--- src/rtl/ramp_cmd_producer.sv ---
// Host-side command producer for the ramp generator: converts signed step requests
// to sign/magnitude, buffers them in a FIFO and hands them on over a 4-phase link.
// Optional drop/near-full counter enabled by defining DROP_CNT_EN.
module ramp_cmd_producer #(
    parameter int unsigned DEPTH = 4,
    parameter int unsigned AW    = 2
) (
    input  logic          clock,
    input  logic          reset_,
    input  logic [7:0]    x,
    input  logic          dav_in_,
    output logic          rfd_in,
    output logic          s,
    output logic [6:0]    h,
    output logic          dav_,
    input  logic          rfd,
`ifdef DROP_CNT_EN
    output logic [7:0]    drops,
`endif
    output logic [AW:0]   level
);

    localparam int unsigned EW   = 8;
    localparam logic [AW:0] FULL = (AW+1)'(DEPTH);

    typedef enum logic {
        IN_I0,
        IN_I1
    } in_state_t;

    typedef enum logic [1:0] {
        OUT_O0,
        OUT_O1,
        OUT_O2
    } out_state_t;

    in_state_t     in_state;
    in_state_t     in_next;
    out_state_t    out_state;
    out_state_t    out_next;

    logic [EW-1:0] mem [DEPTH];
    logic [AW-1:0] wr_ptr;
    logic [AW-1:0] rd_ptr;

    logic          conv_s;
    logic [6:0]    conv_h;
    logic          accept;
    logic          push;
    logic          load;
    logic          pop;
    logic [AW:0]   level_next;
    logic          rfd_in_next;
    logic          dav_next;

    // Sign/magnitude conversion; -128 has no 7-bit magnitude and saturates to 127.
    always_comb begin
        conv_s = x[7];
        conv_h = x[6:0];
        if (x[7]) begin
            if (x[6:0] == 7'h00) begin
                conv_h = 7'h7F;
            end else begin
                conv_h = 7'(~x[6:0] + 7'd1);
            end
        end
    end

    // Host-side handshake: accept one request per dav_in_ low phase.
    always_comb begin
        in_next = in_state;
        accept  = 1'b0;
        push    = 1'b0;
        case (in_state)
            IN_I0: begin
                if (!dav_in_ && (level != FULL)) begin
                    accept  = 1'b1;
                    push    = (x != 8'h00);
                    in_next = IN_I1;
                end
            end
            IN_I1: begin
                if (dav_in_) begin
                    in_next = IN_I0;
                end
            end
            default: in_next = IN_I0;
        endcase
    end

    // Ramp-side handshake: head is popped only once the ramp stage acknowledges.
    always_comb begin
        out_next = out_state;
        load     = 1'b0;
        pop      = 1'b0;
        case (out_state)
            OUT_O0: begin
                if ((level != '0) && rfd) begin
                    load     = 1'b1;
                    out_next = OUT_O1;
                end
            end
            OUT_O1: begin
                if (!rfd) begin
                    pop      = 1'b1;
                    out_next = OUT_O2;
                end
            end
            OUT_O2: begin
                if (rfd) begin
                    out_next = OUT_O0;
                end
            end
            default: out_next = OUT_O0;
        endcase
    end

    always_comb begin
        level_next = level;
        case ({push, pop})
            2'b10:   level_next = level + (AW+1)'(1);
            2'b01:   level_next = level - (AW+1)'(1);
            default: level_next = level;
        endcase
        rfd_in_next = (in_next == IN_I0) && (level_next != FULL);
        dav_next    = (out_next != OUT_O1);
    end

    always_ff @(posedge clock or negedge reset_) begin
        if (!reset_) begin
            in_state  <= IN_I0;
            out_state <= OUT_O0;
            rfd_in    <= 1'b1;
            dav_      <= 1'b1;
            s         <= 1'b0;
            h         <= 7'h00;
            level     <= '0;
            wr_ptr    <= '0;
            rd_ptr    <= '0;
        end else begin
            in_state  <= in_next;
            out_state <= out_next;
            rfd_in    <= rfd_in_next;
            dav_      <= dav_next;
            level     <= level_next;
            if (push) begin
                wr_ptr <= wr_ptr + AW'(1);
            end
            if (pop) begin
                rd_ptr <= rd_ptr + AW'(1);
            end
            if (load) begin
                {s, h} <= mem[rd_ptr];
            end
        end
    end

    always_ff @(posedge clock or negedge reset_) begin
        if (!reset_) begin
            for (int i = 0; i < int'(DEPTH); i++) begin
                mem[i] <= '0;
            end
        end else if (push) begin
            mem[wr_ptr] <= {conv_s, conv_h};
        end
    end

`ifdef DROP_CNT_EN
    localparam logic [AW:0] ALMOST = (AW+1)'(DEPTH - 1);

    logic drop_hit;

    // Counts dropped zero requests and pushes that leave the FIFO full.
    assign drop_hit = accept && ((x == 8'h00) || ((level == ALMOST) && !pop));

    always_ff @(posedge clock or negedge reset_) begin
        if (!reset_) begin
            drops <= 8'h00;
        end else if (drop_hit && (drops != 8'hFF)) begin
            drops <= drops + 8'd1;
        end
    end
`endif

endmodule
--- config.mk ---
export PLATFORM = sky130hd
export DESIGN_NAME = ramp_cmd_producer
export DESIGN_NICKNAME = d
export VERILOG_FILES = /design/src/rtl/ramp_cmd_producer.sv
export SDC_FILE = /design/constraint.sdc
export NUM_CORES = 1
export LEC_CHECK = 0
export ABC_AREA = 1
export BUFFER_PORTS_ARGS = -buffer_cell sky130_fd_sc_hd__buf_2
export CELL_PAD_IN_SITES_DETAIL_PLACEMENT = 1
export CELL_PAD_IN_SITES_GLOBAL_PLACEMENT = 2
export CORE_MARGIN = 2
export CORE_UTILIZATION = 38
export CTS_CLUSTER_DIAMETER = 80
export DETAILED_ROUTE_END_ITERATION = 10
export PLACE_DENSITY_LB_ADDON = 0.12
export SLEW_MARGIN = 15
export SYNTH_ARGS = -nofsm -noshare
export SYNTH_HDL_FRONTEND = slang
export SYNTH_SLANG_ARGS = --single-unit
--- constraint.sdc ---
create_clock -name clock -period 5.3 [get_ports clock]
set_input_delay 0.53 -clock clock [delete_from_list [all_inputs] [get_ports clock]]
set_output_delay 0.53 -clock clock [all_outputs]
set_load 0.03 [all_outputs]
==> results of run 1 <==
area by class of cell:
type	instances	area [um2]	area share
multi-input combinational	215	1130	0.394
clock buffer	7	86.3	0.0301
inverter	30	113	0.0392
timing repair buffer	25	128	0.0445
tap	80	100	0.0349
sequential	52	1300	0.454
clock inverter	1	7.51	0.00262
routing by layer:
metal / track usage / wire length [um] / up-vias
met4: 0.0426 / 66 / 0
met3: 0.0257 / 182 / 5
met2: 0.271 / 2520 / 33
met1: 0.242 / 3040 / 953
met5: 0 / 0 / -
li1: - / - / 1011
worst max-delay path: stages:
cell     delay, ns
buf_2         0.07
inv_1         0.05
ha_1          0.22
nand2_2       0.15
nor2_8        0.08
nor2_8        0.15
inv_1         0.07
ha_1          0.21
inv_1         0.09
fa_1          0.40
o21ai_0       0.21
nor2_1        0.08
a21oi_1       0.16
worst min-delay path by stage:
stage | from | endpoint | slack (ns) | cells after the start
after global routing | reset_ | level[0] | 0.40 | 2
after CTS | reset_ | mem[4] | 0.37 | 2
final | reset_ | out_state[0] | 0.34 | 2
after floorplan | reset_ | h[0] | 0.23 | 0
after detailed placement | mem[11] | mem[11] | 0.46 | 2
after global placement | mem[24] | mem[24] | 0.46 | 2
stage by stage:
step           hold slack [ns]  instance area [um2]
6_report                 0.341                 2870
5_1_grt                  0.396                 2870
4_1_cts                  0.369                 2870
3_5_place_dp             0.461                 2780
3_3_place_gp             0.458                 2780
2_1_floorplan            0.234                 2600
report_power, final:
part	leakage (nW)	internal (mW)	switching, mW	total (mW)
combinational	0.785	0.229	0.435	0.664
clock	0.0445	0.106	0.131	0.238
sequential	0.639	0.581	0.126	0.707
total	1.47	0.917	0.693	1.61
cell usage after synthesis, types with 4 or more instances:
| cell type | count | area [um2] |
|---|---|---|
| ha_1 | 6 | 75.1 |
| o21ai_0 | 32 | 160 |
| nand3_1 | 8 | 40.0 |
| o22ai_1 | 5 | 31.3 |
| dfrtp_1 | 50 | 1250 |
| inv_1 | 27 | 101 |
| nand2_2 | 8 | 50.1 |
| a21oi_1 | 7 | 35.0 |
| nand2_1 | 95 | 357 |
| nor2_1 | 24 | 90.1 |
| o21ai_2 | 4 | 35.0 |
| xor2_1 | 4 | 35.0 |
state kept, by name, indices dropped and copies added, names as in the netlist:
| name | flops |
|---|---|
| wr_ptr | 2 |
| rd_ptr | 2 |
| in_state | 1 |
| out_state | 2 |
| s | 1 |
| h | 7 |
| rfd_in | 1 |
| mem | 32 |
| level | 3 |
| dav_ | 1 |
logic make-up (layout without fill, tap and decap cells):
family          count (synthesis)  count (layout)  share of synthesized area
fa+ha+maj                       7               7                     0.0365
flops                          52              52                      0.501
buf+inv                        38              63                     0.0649
xor+xnor                        6               6                     0.0202
compound gates                 55              55                      0.116
simple gates                  147             147                      0.261
==> flow_summary.toml, run 1 <==
[floorplanning]
ios = 25
die_area_um2 = 7530
die_h_um = 86.8
start_util = 0.388
coreArea_um2 = 6720
row_count = 30
fp.dieW_um = 86.8

[placed_design]
hpwl_um = 4320
place.gp.congestion = 0.701
dp.cells = 402
portBuffers = 24
dp_slack_ns = 2.68

[routing]
viasPerCell = 4.88
wl_per_cell_um = 14.2
drt_wl_total_um = 5800
antenna_left = 0
drt-pass1-iter-count = 4
drt_iter0_drc = 75
drc_errors = 0
vias = 2002

[clocking]
cts_buffers = 5
path_clk_slew_ns = 0.09
cts_tree = "built"
htreeDepth = 2
cts_sinks = 52
ctsHoldBuffers = 0
ctsResizeCount = 0
clockBufferDepth = 2
post_cts_buffers = 0
worstSkewPairLatency_ns = 0.30
cts_root_buf = "clkbuf_8"

[worst_setup_path]
startpoint_type = "primary input"
crit_start = "x[0]"
setup.worst_path.end = "rfd_in"
rrSetupSlack_ns = 3.09
worst-path-max-fanout = 8
reg2reg_depth = 11
cp-end-kind = "flop"
r2r-start = "level[0]"
arrival_ns = 2.48
r2r-end = "rfd_in"
crit_type = "primary input to flop"
required_ns = 5.54

[final_layout]
antenna_cells = 0
final_cell_mix = "nand2_1 (95), dfrtp_1 (50), o21ai_0 (32), inv_1 (27)"
mostFrequentLayoutCell = "nand2_1"
syn2layout_area_growth_pct = 10.2
postLayoutCoreUtil = 0.427
final_layout_size_suffix_gt1_frac = 0.173
nFillCells = 834
layout.nets = 348
stdcell_count = 410

[timing]
finalSetupViolCount = 0
rsz0062_at_grt = "no"
setup_tns_ns = 0
max_freq_ghz = 0.446
fin_skew_ns = 0.00941
worstMarginPinSlew_ns = 0.679
finalMaxSlewViolations = 0
layout_setup_ws_ns = 3.06
min_period_ns = 2.24
relSlewSlack = 0.547
fin_crit_sh = 0.423
hold_viol_final = 0

[worst_hold_path]
min_path_type = "primary input to async pin"

[power]
power_mw = 1.61
leakage_nw = 1.47
powerDensity_nw_per_um2 = 561
ir_worst_vdd_mv = 0.198

[status]
status = "complete, no violations"

[global_route]
grt_pass1_vias = 2092
antenna_found_initial = 0
overflow = 0
grt_pass1_wl_um = 10000
grtUsageTotal = 0.170
grt_max_degree = 53

[synth]
syn-num-nets = 324
netlist_instances = 305
synth-seq-cells = 52
syn_area_um2 = 2600
async_flop_share = 1.00
yosysSeqAreaShare = 0.501
ys_types = 32
synth_edf_count = 0
ys_dominant_reg_cell = "dfrtp_1"
yosys_warnings = 0
syn_area_per_cell_um2 = 8.54

[job]
drv_cap = 0
No activity file was read; power rests on OpenSTA's default activity.
==> run 2, diff against run 1 <==
--- a/config.mk
+++ b/config.mk
@@ -5,12 +5,12 @@
 export SDC_FILE = /design/constraint.sdc
 export NUM_CORES = 1
 export LEC_CHECK = 0
-export ABC_AREA = 1
+export ABC_AREA = 0
 export BUFFER_PORTS_ARGS = -buffer_cell sky130_fd_sc_hd__buf_2
 export CELL_PAD_IN_SITES_DETAIL_PLACEMENT = 1
 export CELL_PAD_IN_SITES_GLOBAL_PLACEMENT = 2
 export CORE_MARGIN = 2
-export CORE_UTILIZATION = 38
+export CORE_UTILIZATION = 36
 export CTS_CLUSTER_DIAMETER = 80
 export DETAILED_ROUTE_END_ITERATION = 10
 export PLACE_DENSITY_LB_ADDON = 0.12
==> constraint.sdc (replaced) <==
create_clock -name clock -period 1.8 [get_ports clock]
set_input_delay 0.18 -clock clock [delete_from_list [all_inputs] [get_ports clock]]
set_output_delay 0.18 -clock clock [all_outputs]
set_load 0.03 [all_outputs]
==> run 2 against run 1 <==
The flow now finishes with violations (negative setup slack). Area after synthesis decreased by 4.2%. Sequential power rose to 2.9 times the previous value. Core utilization is 3.4 points higher. Non-clock buffer count increased by 38.
==> flow_summary.toml, run 2 <==
[timing]
hold_viol_final = 0
whs_ns = 0.0583
relSlewSlack = 0.678
min_period_ns = 2.17
worstMarginPinSlew_ns = 0.483
finalSetupViolCount = 3
layout_setup_ws_ns = -0.367
max_freq_ghz = 0.461
fin_crit_sh = 1.20
rsz0062_at_grt = "yes"
fin_skew_ns = 0.0106
finalMaxSlewViolations = 0

[power]
leakage_nw = 1.43
seqPwrFrac = 0.412
sw_frac_of_total = 0.365
p_int_mw = 3.19
powerDensity_nw_per_um2 = 1610
clkPwrFrac = 0.128
ir_worst_vdd_mv = 0.521
combPwrFrac = 0.460
power.switching_mw = 1.84
power_mw = 5.03

[clocking]
worstSkewPairLatency_ns = 0.31
htreeDepth = 2
cts_sinks = 52
cts_buffers = 5
cts_root_buf = "clkbuf_8"
path_clk_slew_ns = 0.08
cts_tree = "built"
clockBufferDepth = 2

[floorplanning]
ios = 25
coreArea_um2 = 6760
start_util = 0.369
die_h_um = 87.3
row_count = 30
fp.dieW_um = 87.3
die_area_um2 = 7610

[final_layout]
postLayoutCoreUtil = 0.461
largest_register = "mem"
antenna_cells = 0
seq_area_um2 = 1310
final_cell_mix = "dfrtp_1 (47), buf_4 (36), buf_2 (24), mux2_2 (20)"
largest_registers = "mem: 32 flops, h: 7 flops, level: 3 flops"
stdcell_count = 339
syn2layout_area_growth_pct = 24.8
largest_reg_flops = 32
layout.nets = 277
nFillCells = 735
multi_input_comb_area_um2 = 1130
mostFrequentLayoutCell = "dfrtp_1"
final_layout_size_suffix_gt1_frac = 0.463

[routing]
drt_iter0_drc = 48
wl_per_cell_um = 17.1
drt-pass1-iter-count = 4
drc_errors = 0
drt_wl_total_um = 5810
vias = 1723
antenna_left = 0
viasPerCell = 5.08

[synth]
yosysSeqAreaShare = 0.523
syn_area_per_cell_um2 = 12.6
synth_edf_count = 0
ys_types = 39
async_flop_share = 1.00
ys_top_cells_by_count = "dfrtp_1 (50), mux2_2 (20), nand2_1 (17), o21ai_0 (17), inv_1 (14)"
syn_area_um2 = 2490
synth-seq-cells = 52
ys_dominant_reg_cell = "dfrtp_1"
synth.most_common_cell = "dfrtp_1"
netlist_instances = 198
syn-num-nets = 217
yosys_warnings = 0
synth_top_area_share = 0.502
synthTopCellsByArea = "dfrtp_1 (50%), mux2_2 (9.0%), mux4_2 (7.2%)"
synth_largest_area_cell = "dfrtp_1"

[global_route]
antenna_found_initial = 0
grtUsageTotal = 0.172
grt_pass1_vias = 1920
grt_pass1_wl_um = 9830
grt_max_degree = 20
overflow = 0

[worst_setup_path]
cp-end-kind = "flop"
crit_type = "flop to flop"
rrSetupSlack_ns = -0.37
r2r-start = "level[0]"
startpoint_type = "flop"
reg2reg_depth = 10
required_ns = 2.03
r2r-end = "rfd_in"
worst-path-max-fanout = 2
arrival_ns = 2.40

[worst_hold_path]
hp-start = "dav_in_"
min_to = "in_state"
hold_depth = 2
min_path_type = "primary input to flop"

[placed_design]
dp.cells = 329
dp_slack_ns = -0.596
portBuffers = 24
place.gp.congestion = 0.718
hpwl_um = 4560

[status]
status = "complete, but fails checks"
violations = "negative setup slack"

[job]
drv_cap = 0
==> run 2: changes by cell type after synthesis, sizes merged, moves of 4 or more <==
cell,delta
o22ai,-4
mux2,+20
nor2,-21
mux2i,+5
nand2,-86
mux4,+8
nand3,-8
o21ai,-22
inv,-15
a21oi,-4
==> run 2: cells by family (layout without fill, tap and decap cells) <==
logic type,Yosys count,after routing,synth area share
flops,52,52,0.523
simple gates,40,40,0.0928
compound gates,35,35,0.0973
mux,33,33,0.183
buf+inv,24,85,0.0421
fa+ha+maj,7,7,0.0381
xor+xnor,7,7,0.0246
==> run 2: worst max-delay path by stage <==
stage                        start      to  slack, ns  depth (start not counted)
after global placement        x[1]  rfd_in      -0.50                         13
after CTS                 level[0]  rfd_in      -0.39                         10
after global routing      level[0]  rfd_in      -0.46                         10
after detailed placement      x[1]  rfd_in      -0.60                         13
after floorplan           level[1]  rfd_in      -0.57                         11
final                     level[0]  rfd_in      -0.37                         10
==> run 2: what timing repair did <==
item	CTS	global route
setup endpoints to repair	3	3
hold buffers	1	0
hold endpoints to repair	15	0
pin swaps	7	2
setup buffers	0	1
resized for setup	0	2
==> run 2: through the flow <==
| stage | TNS (ns) | instance area, um2 |
|---|---|---|
| 2_1_floorplan | -1.39 | 2540 |
| 3_3_place_gp | -2.35 | 3000 |
| 3_5_place_dp | -4.59 | 3000 |
| 4_1_cts | -0.837 | 3100 |
| 5_1_grt | -1.02 | 3110 |
| 6_report | -0.777 | 3110 |
==> run 2: layer usage <==
| metal | track usage | vias up | wire length, um |
|---|---|---|---|
| met2 | 0.295 | 21 | 2990 |
| met1 | 0.226 | 879 | 2650 |
| met5 | 0 | - | 0 |
| met4 | 0.0378 | 0 | 64 |
| met3 | 0.0313 | 6 | 110 |
| li1 | - | 817 | - |
==> run 2: cell type report <==
type	count	area share
tap	80	0.0321
sequential	52	0.420
inverter	14	0.0177
multi-input combinational	122	0.363
timing repair buffer	63	0.141
clock inverter	1	0.00161
clock buffer	7	0.0245
==> run 2: power by group through the flow <==
stage | registers (mW) | logic [mW] | clock network [mW]
final | 2.07 | 2.31 | 0.644
after floorplan | 2.27 | 1.30 | 0
after global routing | 2.14 | 2.56 | 0.716
after CTS | 2.08 | 2.33 | 0.662
after detailed placement | 2.11 | 2.32 | 0
after global placement | 2.05 | 2.21 | 0
==> run 2: worst max-delay path: stages (launching register included) <==
cell and delay (ns):
dfrtp_2 0.41, or3b_4 0.42, o211a_4 0.16, inv_4 0.05, ha_4 0.12, inv_2 0.04, fa_2 0.33, xor2_1 0.14
nor2_1 0.12, xor2_1 0.21, a21oi_1 0.09
